[config.mk]
export PLATFORM = sky130hd
export DESIGN_NAME = snake_move_ctrl
export DESIGN_NICKNAME = d
export VERILOG_FILES = /design/src/rtl/snake_pkg.sv /design/src/rtl/button_debounce.sv /design/src/rtl/snake_move_ctrl.sv
export SDC_FILE = /design/constraint.sdc
export NUM_CORES = 1
export LEC_CHECK = 0
export ABC_AREA = 1
export CAP_MARGIN = 20
export CORE_MARGIN = 8
export CORE_UTILIZATION = 65
export CTS_CLUSTER_SIZE = 12
export DETAILED_ROUTE_END_ITERATION = 12
export MAX_ROUTING_LAYER = met4
export PLACE_DENSITY_LB_ADDON = 0.12
export SETUP_SLACK_MARGIN = 0.4
export SLEW_MARGIN = 0
export SYNTH_ARGS = -nofsm -noshare
export SYNTH_HDL_FRONTEND = slang
export SYNTH_HIERARCHICAL = 1
export SYNTH_SLANG_ARGS = --single-unit
[constraint.sdc]
create_clock -name i_clock -period 2.8 [get_ports i_clock]
set_clock_uncertainty 0.1 [all_clocks]
set_input_delay 0.84 -clock i_clock [delete_from_list [all_inputs] [get_ports i_clock]]
set_output_delay 0.84 -clock i_clock [all_outputs]
set_load 0.01 [all_outputs]
[src/rtl/snake_pkg.sv]
// Shared types for the snake movement controller: directions, FSM states
// and the reversal helper.
package snake_pkg;

    typedef enum logic [1:0] {
        DIR_UP    = 2'd0,
        DIR_DOWN  = 2'd1,
        DIR_LEFT  = 2'd2,
        DIR_RIGHT = 2'd3
    } dir_t;

    typedef enum logic [1:0] {
        IDLE = 2'd0,
        WAIT = 2'd1,
        REQ  = 2'd2,
        HALT = 2'd3
    } ctrl_state_t;

    // Opposite directions differ only in bit 0 (UP/DOWN, LEFT/RIGHT).
    function automatic dir_t reverse(input dir_t d);
        return dir_t'(d ^ 2'b01);
    endfunction

endpackage

[src/rtl/button_debounce.sv]
// One button: 2-FF synchroniser, debounce counter, and a single-cycle pulse
// on each debounced 0->1 transition.
module button_debounce #(
    parameter int unsigned DEBOUNCE_CYCLES = 250000
) (
    input  logic i_clock,
    input  logic i_reset_n,
    input  logic i_button,
    output logic o_press
);

    localparam int unsigned CNT_W = $clog2(DEBOUNCE_CYCLES + 1);
    localparam logic [CNT_W-1:0] CNT_LAST = CNT_W'(DEBOUNCE_CYCLES - 1);

    logic [1:0]       sync_q, sync_d;
    logic             level_q, level_d;
    logic             press_q, press_d;
    logic [CNT_W-1:0] cnt_q, cnt_d;

    always_comb begin
        sync_d  = {sync_q[0], i_button};
        level_d = level_q;
        press_d = 1'b0;
        cnt_d   = '0;
        // Any sample that agrees with the accepted level restarts the run.
        if (sync_q[1] != level_q) begin
            if (cnt_q == CNT_LAST) begin
                level_d = sync_q[1];
                press_d = sync_q[1];
            end else begin
                cnt_d = cnt_q + 1'b1;
            end
        end
    end

    always_ff @(posedge i_clock) begin
        if (!i_reset_n) begin
            sync_q  <= '0;
            level_q <= 1'b0;
            press_q <= 1'b0;
            cnt_q   <= '0;
        end else begin
            sync_q  <= sync_d;
            level_q <= level_d;
            press_q <= press_d;
            cnt_q   <= cnt_d;
        end
    end

    assign o_press = press_q;

endmodule

[src/rtl/snake_move_ctrl.sv]
// Snake movement sequencer: button arbitration and reversal filtering,
// frame-paced step requests with req/ack handshake, halt and restart.
module snake_move_ctrl
    import snake_pkg::*;
#(
    parameter int unsigned DEBOUNCE_CYCLES = 250000,
    parameter int unsigned TICK_FRAMES     = 8,
    parameter int unsigned MIN_FRAMES      = 2
) (
    input  logic       i_clock,
    input  logic       i_reset_n,
    input  logic       i_up,
    input  logic       i_down,
    input  logic       i_left,
    input  logic       i_right,
    input  logic       i_frame_start,
    input  logic       i_step_ack,
    input  logic       i_speed_up,
    input  logic       i_game_over,
    output logic       o_step_req,
    output logic [1:0] o_dir,
    output logic       o_restart,
    output logic       o_running,
    output logic       o_overrun
);

    localparam int unsigned FW = $clog2(TICK_FRAMES + 1);
    localparam logic [FW-1:0] INTERVAL_INIT = FW'(TICK_FRAMES);
    localparam logic [FW-1:0] INTERVAL_MIN  = FW'(MIN_FRAMES);

    logic [3:0] press;

    button_debounce #(.DEBOUNCE_CYCLES(DEBOUNCE_CYCLES)) u_db_up (
        .i_clock(i_clock), .i_reset_n(i_reset_n), .i_button(i_up),    .o_press(press[0]));
    button_debounce #(.DEBOUNCE_CYCLES(DEBOUNCE_CYCLES)) u_db_down (
        .i_clock(i_clock), .i_reset_n(i_reset_n), .i_button(i_down),  .o_press(press[1]));
    button_debounce #(.DEBOUNCE_CYCLES(DEBOUNCE_CYCLES)) u_db_left (
        .i_clock(i_clock), .i_reset_n(i_reset_n), .i_button(i_left),  .o_press(press[2]));
    button_debounce #(.DEBOUNCE_CYCLES(DEBOUNCE_CYCLES)) u_db_right (
        .i_clock(i_clock), .i_reset_n(i_reset_n), .i_button(i_right), .o_press(press[3]));

    ctrl_state_t   state_q, state_d;
    dir_t          dir_q, dir_d;
    dir_t          pending_q, pending_d;
    logic [FW-1:0] interval_q, interval_d;
    logic [FW-1:0] count_q, count_d;
    logic          req_q, req_d;
    logic          restart_q, restart_d;
    logic          running_q, running_d;
    logic          overrun_q, overrun_d;

    logic cand_valid;
    dir_t cand;
    logic accept;

    always_comb begin
        cand_valid = |press;
        if (press[0])      cand = DIR_UP;
        else if (press[1]) cand = DIR_DOWN;
        else if (press[2]) cand = DIR_LEFT;
        else               cand = DIR_RIGHT;
        accept = cand_valid && (cand != dir_q) && (cand != reverse(dir_q));
    end

    always_comb begin
        state_d    = state_q;
        dir_d      = dir_q;
        pending_d  = pending_q;
        interval_d = interval_q;
        count_d    = count_q;
        req_d      = req_q;
        restart_d  = 1'b0;
        overrun_d  = overrun_q;

        if (i_speed_up && (interval_q > INTERVAL_MIN))
            interval_d = interval_q - 1'b1;

        case (state_q)
            IDLE: begin
                if (cand_valid) begin
                    state_d   = WAIT;
                    pending_d = cand;
                    count_d   = '0;
                end
            end
            WAIT: begin
                if (i_game_over) begin
                    state_d = HALT;
                    req_d   = 1'b0;
                end else begin
                    if (accept)
                        pending_d = cand;
                    // >= keeps pacing sane if a speed-up shrinks the interval below count.
                    if (i_frame_start) begin
                        if (count_q >= interval_q - 1'b1) begin
                            state_d = REQ;
                            req_d   = 1'b1;
                            count_d = '0;
                            // A reversal that slipped into pending at the previous commit is dropped here.
                            if (pending_q != reverse(dir_q))
                                dir_d = pending_q;
                        end else begin
                            count_d = count_q + 1'b1;
                        end
                    end
                end
            end
            REQ: begin
                if (i_game_over) begin
                    state_d = HALT;
                    req_d   = 1'b0;
                end else begin
                    if (accept)
                        pending_d = cand;
                    if (i_frame_start)
                        overrun_d = 1'b1;
                    if (i_step_ack) begin
                        state_d = WAIT;
                        req_d   = 1'b0;
                    end
                end
            end
            HALT: begin
                req_d = 1'b0;
                if (cand_valid) begin
                    state_d    = IDLE;
                    restart_d  = 1'b1;
                    dir_d      = DIR_RIGHT;
                    pending_d  = DIR_RIGHT;
                    interval_d = INTERVAL_INIT;
                    count_d    = '0;
                end
            end
            default: state_d = IDLE;
        endcase

        running_d = (state_d == WAIT) || (state_d == REQ);
    end

    always_ff @(posedge i_clock) begin
        if (!i_reset_n) begin
            state_q    <= IDLE;
            dir_q      <= DIR_RIGHT;
            pending_q  <= DIR_RIGHT;
            interval_q <= INTERVAL_INIT;
            count_q    <= '0;
            req_q      <= 1'b0;
            restart_q  <= 1'b0;
            running_q  <= 1'b0;
            overrun_q  <= 1'b0;
        end else begin
            state_q    <= state_d;
            dir_q      <= dir_d;
            pending_q  <= pending_d;
            interval_q <= interval_d;
            count_q    <= count_d;
            req_q      <= req_d;
            restart_q  <= restart_d;
            running_q  <= running_d;
            overrun_q  <= overrun_d;
        end
    end

    assign o_step_req = req_q;
    assign o_dir      = dir_q;
    assign o_restart  = restart_q;
    assign o_running  = running_q;
    assign o_overrun  = overrun_q;

endmodule

# Word level (Yosys, flattened, before mapping)
# Index checks and enable logic that the tools add are counted.
[word_totals]
register_bits = 106
input_bits = 10
output_inout_bits = 6
elab_cells = 133
[classes]
add_sub_neg = 6
n_lt_le_gt_ge = 2
eq_ne = 28
n_mux = 36
bitwise_logic = 7
reduce_logical = 29
[op_table]
columns = ["operator", "count"]
rows = [
  ["$add A18 B1 Y18 const B", 4],
  ["$eq A18 B18 Y1 const B", 4],
  ["$mux W2", 17],
  ["$mux W4", 7],
  ["$reduce_and A3 Y1", 5],
  ["$ne A2 B2 Y1 const B", 7],
  ["$reduce_and A4 Y1", 3],
  ["$reduce_or A3 Y1", 4],
  ["$reduce_and A2 Y1", 5],
  ["$ne A3 B3 Y1 const B", 3],
  ["$pmux W2 S4", 1],
  ["$pmux W4 S2", 1],
  ["$mux W1", 7],
  ["$not A1 Y1", 7],
  ["$eq A2 B2 Y1 const B", 3],
  ["$ne A2 B2 Y1", 3],
  ["$pmux W2 S3", 1],
  ["$reduce_and A6 Y1", 1],
  ["$add A4 B1 Y4 const B", 1],
  ["$eq A2 B1 Y1 const B", 2],
  ["$ge A4 B4 Y1", 1],
  ["$gt A4 B2 Y1 const B", 1],
  ["$ne A1 B1 Y1", 4],
  ["$ne A2 B1 Y1 const B", 2],
  ["10 further kinds", 14],
]

# Logic depth before layout (Yosys ltp)
[depth]
word_depth = 9
depth_mapped = 16

# Cells and area by module
# Netlist, hierarchy kept.
[by_module_without_submodules]
columns = ["module", "instances", "cells_each", "area_per_inst_um2", "seq_area_each_um2"]
rows = [
  ["button_debounce", 4, 156, 1069.8, 440.4],
  ["snake_move_ctrl", 1, 165, 1183.6, 360.3],
]

# Worst setup path after synthesis
# OpenSTA, ideal clock, no wires.
[synth_timing]
path_type = "register to register"
from = "register interval_q[2]"
to = "register running_q, in the netlist o_running"
arrival_time_ps = 1687
required_ps = 2587
path_slack_ps = 901
stages_incl_launch_ff = 15
cell_sequence = "dfxtp_1 > nor3_1 > xor2_1 > inv_1 > ha_1 > a21oi_1 > nand3_1 > nand2_1 > nand2_1 > nand2_1 > nand2_1 > nand2_2 > nand2_1 > nand2_1 > nor2_1"
[synth_via]
elab_chain_len = 8
elab_cells_between_ends = 9
cone_classes = "add/sub (1); order compare (1); eq/ne (2); mux (4); reduce/logical (1)"
[synth_rtl]
columns = ["item", "line_no", "source"]
rows = [
  ["start, declared", "snake_move_ctrl.sv:45", "logic [FW-1:0] interval_q, interval_d;"],
  ["start signal, assigned", "snake_move_ctrl.sv:155", "interval_q <= interval_d;"],
  ["$sub A4 B1 Y4 (*)", "snake_move_ctrl.sv:95", "if (count_q >= interval_q - 1'b1) begin"],
  ["$ge A4 B4 Y1 (*)", "snake_move_ctrl.sv:95", ""],
  ["$mux W2 (*)", "snake_move_ctrl.sv:95", ""],
  ["$mux W2 (*)", "snake_move_ctrl.sv:94", "if (i_frame_start) begin"],
  ["$mux W2 (*)", "snake_move_ctrl.sv:87", "if (i_game_over) begin"],
  ["$pmux W2 S4 (*)", "snake_move_ctrl.sv:78", "case (state_q)"],
  ["$eq A2 B1 Y1 or $eq A2 B2 Y1 (tied branches)", "snake_move_ctrl.sv:137", "running_d = (state_d == WAIT) || (state_d == REQ);"],
  ["$logic_or A1 B1 Y1 (*)", "snake_move_ctrl.sv:137", ""],
  ["end signal, assigned", "snake_move_ctrl.sv:159", "running_q <= running_d;"],
  ["end, declared", "snake_move_ctrl.sv:49", "logic running_q, running_d;"],
]
# Mark *: on every way between the ends. The rest lies on a longest branch, timed or not.
# A chain may end at the register's enable or synchronous reset.

# Final worst setup path
[layout_timing]
from = "register dir_q[1], in the netlist o_dir[1]"
to = "output port o_dir[1]"
[layout_lines]
columns = ["item", "line_no", "source"]
rows = [
  ["start, declared", "snake_move_ctrl.sv:43", "dir_t dir_q, dir_d;"],
  ["start signal, assigned", "snake_move_ctrl.sv:153", "dir_q <= dir_d;"],
  ["end, declared", "snake_move_ctrl.sv:21", "output logic [1:0] o_dir,"],
]
# No word-level cell between the ends.

==> out/metrics.cfg <==
[clocking]
cts_buffers=9
cts_hold_buf=0
cts_setup_buffers=0
post_cts_resized=0
cts_sinks=106
root_buffer=clkbuf_8
clk_latency_ns=0.36
clock_path_buffers=2
h-tree-depth=3
cts_tree=yes
path_clk_slew_ns=0.09

[placed_design]
numPlacedInstances=906
dp_hpwl_um=7819
place_ws_ns=0.2850
port_buffers=15
placed_area_mm2=0.005707
place.gp.congestion=0.9227

[timing]
hold_viol=0
fin_tns_setup_ns=0
max_freq_mhz=435.2
min_period_ns=2.298
slew_viol_final=0
slew_headroom_pct=72.70
finalSetupViolCount=0
whs_ns=0.3218
grt_setup_unrepaired=no
worstMarginPinSlew_ns=0.4072
min_period_over_period_pct=82.06
worst_slack_ns=0.5022

[setup_path]
cp-end-kind=primary output
critical_path_required_ns=1.86
regToRegSetupSlack_ns=0.57
r2r_cells=16
critPathLaunchType=flop
crit_type=reg -> out
path_cells=clkdlybuf4s50_1
cp_max_fo=5
critical-path-max-stage-delay_ns=0.57
reg2reg_from=interval_q[0]$_SDFF_PN0_
cp.arrival_ns=1.36
worst-path-buf-inv=1
cpMaxStageDelayCell=clkdlybuf4s50_1
crit_family=buffers and inverters
r2r_end=o_running$_SDFF_PN0_

[yosys]
syn_area_per_cell_um2=6.924
syn_area_mm2=0.005463
ys_seq_area_share_pct=38.85
ys_warn_count=6
synth-main-ff-cell=dfxtp_1
syn_nets=815
synthArstFlopShare_pct=0
synth_edf_count=0
synthDistinctLibCells=31
ys_ff_latch=106
syn_inst=789

[detailed_routing]
first_pass_iters=5
first_iter_violations=282
drc=0
wl_per_cell_um=11.42
vias=4817
vias_per_cell=5.230
routed_wl_um=10520
drtAntennaViolNets=0

[hold_path]
hold_end=u_db_up/sync_q[1]$_SDFF_PN0_
hold_class=reg -> reg
holdPathStages=2
min_from=u_db_up/sync_q[0]$_SDFF_PN0_

[cells_and_area]
drive_above_1_share_pct=7.230
instances_no_fill=921
area_growth_pct=8.452
diodes=0
postLayoutCellArea_mm2=0.005924
fin_nets=838

[floorplan]
die-area_mm2=0.01159
die_h_um=107.7
initial_core_util_pct=66.82
core-area_mm2=0.008175
rows=33
io_pins=16
die_w_um=107.7

[grt]
grt_pass1_wl_um=18130
grt_max_degree=19
track_usage_pct=18.96
grt-ovfl-total=0
grt_pass1_vias=4456
antenna_found_initial=0

[run]
drv_cap=0

[power_and_ir_drop]
ir_worst_vdd_uv=369.0
p_leak_nw=2.067
power_density_mw_per_mm2=450.8

[run_status]
status=complete, no violations

-- registers in the layout (all words and copies together), names as in the netlist, 2 cells and up --
| signal | flops |
|---|---|
| u_db_down/cnt_q | 18 |
| u_db_down/sync_q | 2 |
| u_db_left/cnt_q | 18 |
| o_dir | 2 |
| interval_q | 4 |
| u_db_right/cnt_q | 18 |
| u_db_left/sync_q | 2 |
| u_db_up/cnt_q | 18 |
| pending_q | 2 |
| count_q | 4 |
| u_db_right/sync_q | 2 |
| u_db_up/sync_q | 2 |
| state_q | 2 |
-- logic make-up (layout without fill, tap and decap cells) --
kind of cell / after synthesis / in the layout / share of synthesized area, %
adder cells (fa/ha/maj): 16 / 16 / 3.665
flip-flops: 106 / 106 / 38.85
XOR/XNOR: 33 / 33 / 5.291
AND/OR/NAND/NOR: 449 / 449 / 36.21
AO/OA/AOI/OAI: 78 / 78 / 8.017
buffers and inverters: 107 / 134 / 7.971
-- per-stage QoR --
stage          total power (W)  util [%]
6_report              0.002671     72.47
5_1_grt               0.002776     72.47
4_1_cts               0.002704     72.47
3_5_place_dp          0.001687     69.80
3_3_place_gp          0.001680     69.80
2_1_floorplan         0.001648         -
-- power breakdown --
part	internal (W)	total, W	switching [W]
logic	0.0000491	0.000120	0.0000713
registers	0.00152	0.00153	0.0000131
clock network	0.000525	0.00102	0.000491
total	0.00210	0.00267	0.000575
-- cell type report --
class / count / area [um^2]
inverter: 102 / 382.9
tap: 105 / 131.4
timing repair buffer: 17 / 165.2
sequential: 106 / 2122
fill: 662 / 2251
multi-input combinational: 576 / 2905
clock buffer: 11 / 141.4
clock inverter: 4 / 76.32
-- worst max path at each step --
| stage | from | end | slack, ns | depth (start not counted) |
|---|---|---|---|---|
| global route | interval_q[2]$_SDFF_PN0_ | o_running$_SDFF_PN0_ | 0.41 | 14 |
| CTS | o_dir[1]$_SDFFE_PN1P_ | o_dir[1] | 0.49 | 1 |
| floorplan | interval_q[2]$_SDFF_PN0_ | o_running$_SDFF_PN0_ | 0.90 | 14 |
| finish | o_dir[1]$_SDFFE_PN1P_ | o_dir[1] | 0.50 | 1 |
| detailed placement | i_reset_n | u_db_left/cnt_q[9]$_SDFF_PP0_ | 0.29 | 5 |
| global placement | i_game_over | count_q[3]$_SDFFE_PN0P_ | 0.40 | 7 |
-- cells in the final DEF, fill, tap and decap left out, types with 15 or more instances in the layout --
| cell type | n |
|---|---|
| a21oi_1 | 47 |
| clkdlybuf4s50_1 | 15 |
| dfxtp_1 | 106 |
| ha_1 | 16 |
| inv_1 | 99 |
| nand2_1 | 180 |
| nand3_1 | 51 |
| nor2_1 | 147 |
| nor3_1 | 19 |
| o21ai_0 | 16 |
| xor2_1 | 27 |
-- per-layer routing --
layer	global-route usage (%)	routed length (um)	vias to the layer above
met3	4.611	472	13
li1	-	-	2527
met2	33.42	5189	86
met5	-	0	-
met4	5.550	105	0
met1	20.59	4752	2191
-- synth_stat cells (3+ instances only) --
library cell  instances  area, um^2
nand4_1              13       81.33
buf_6                 4       45.04
nor2_4                5       56.30
inv_1                99       371.6
nor2_2                4       25.02
a21oi_1              47       235.2
o211ai_1              4       30.03
a21boi_0              4       30.03
and3_1                4       25.02
nor2_1              147       551.8
nand2_2              14       87.58
inv_2                 3       11.26
nand2_1             180       675.7
o21ai_2               3       26.28
o21ai_0              16       80.08
dfxtp_1             106        2122
ha_1                 16       200.2
nand2_4               5       56.30
xnor2_1               6       52.55
nor3_1               19       95.09
nor3_2                4       40.04
xor2_1               27       236.5
nand3_1              51       255.2
-- worst register-to-register path, cell delays in order (launching register included) --
cell and delay, ns:
dfxtp_1 0.38, inv_1 0.10, ha_1 0.21, xnor2_1 0.24, ha_1 0.30, nand2_1 0.07, inv_1 0.03, nand2_1 0.06
nand3_1 0.11, nand2_1 0.13, nand2_1 0.07, nand2_1 0.06, nand2_1 0.06, nand2_2 0.08, nand2_1 0.05, nand2_1 0.05
nor2_1 0.04
Power figures use the tool's default switching activity.
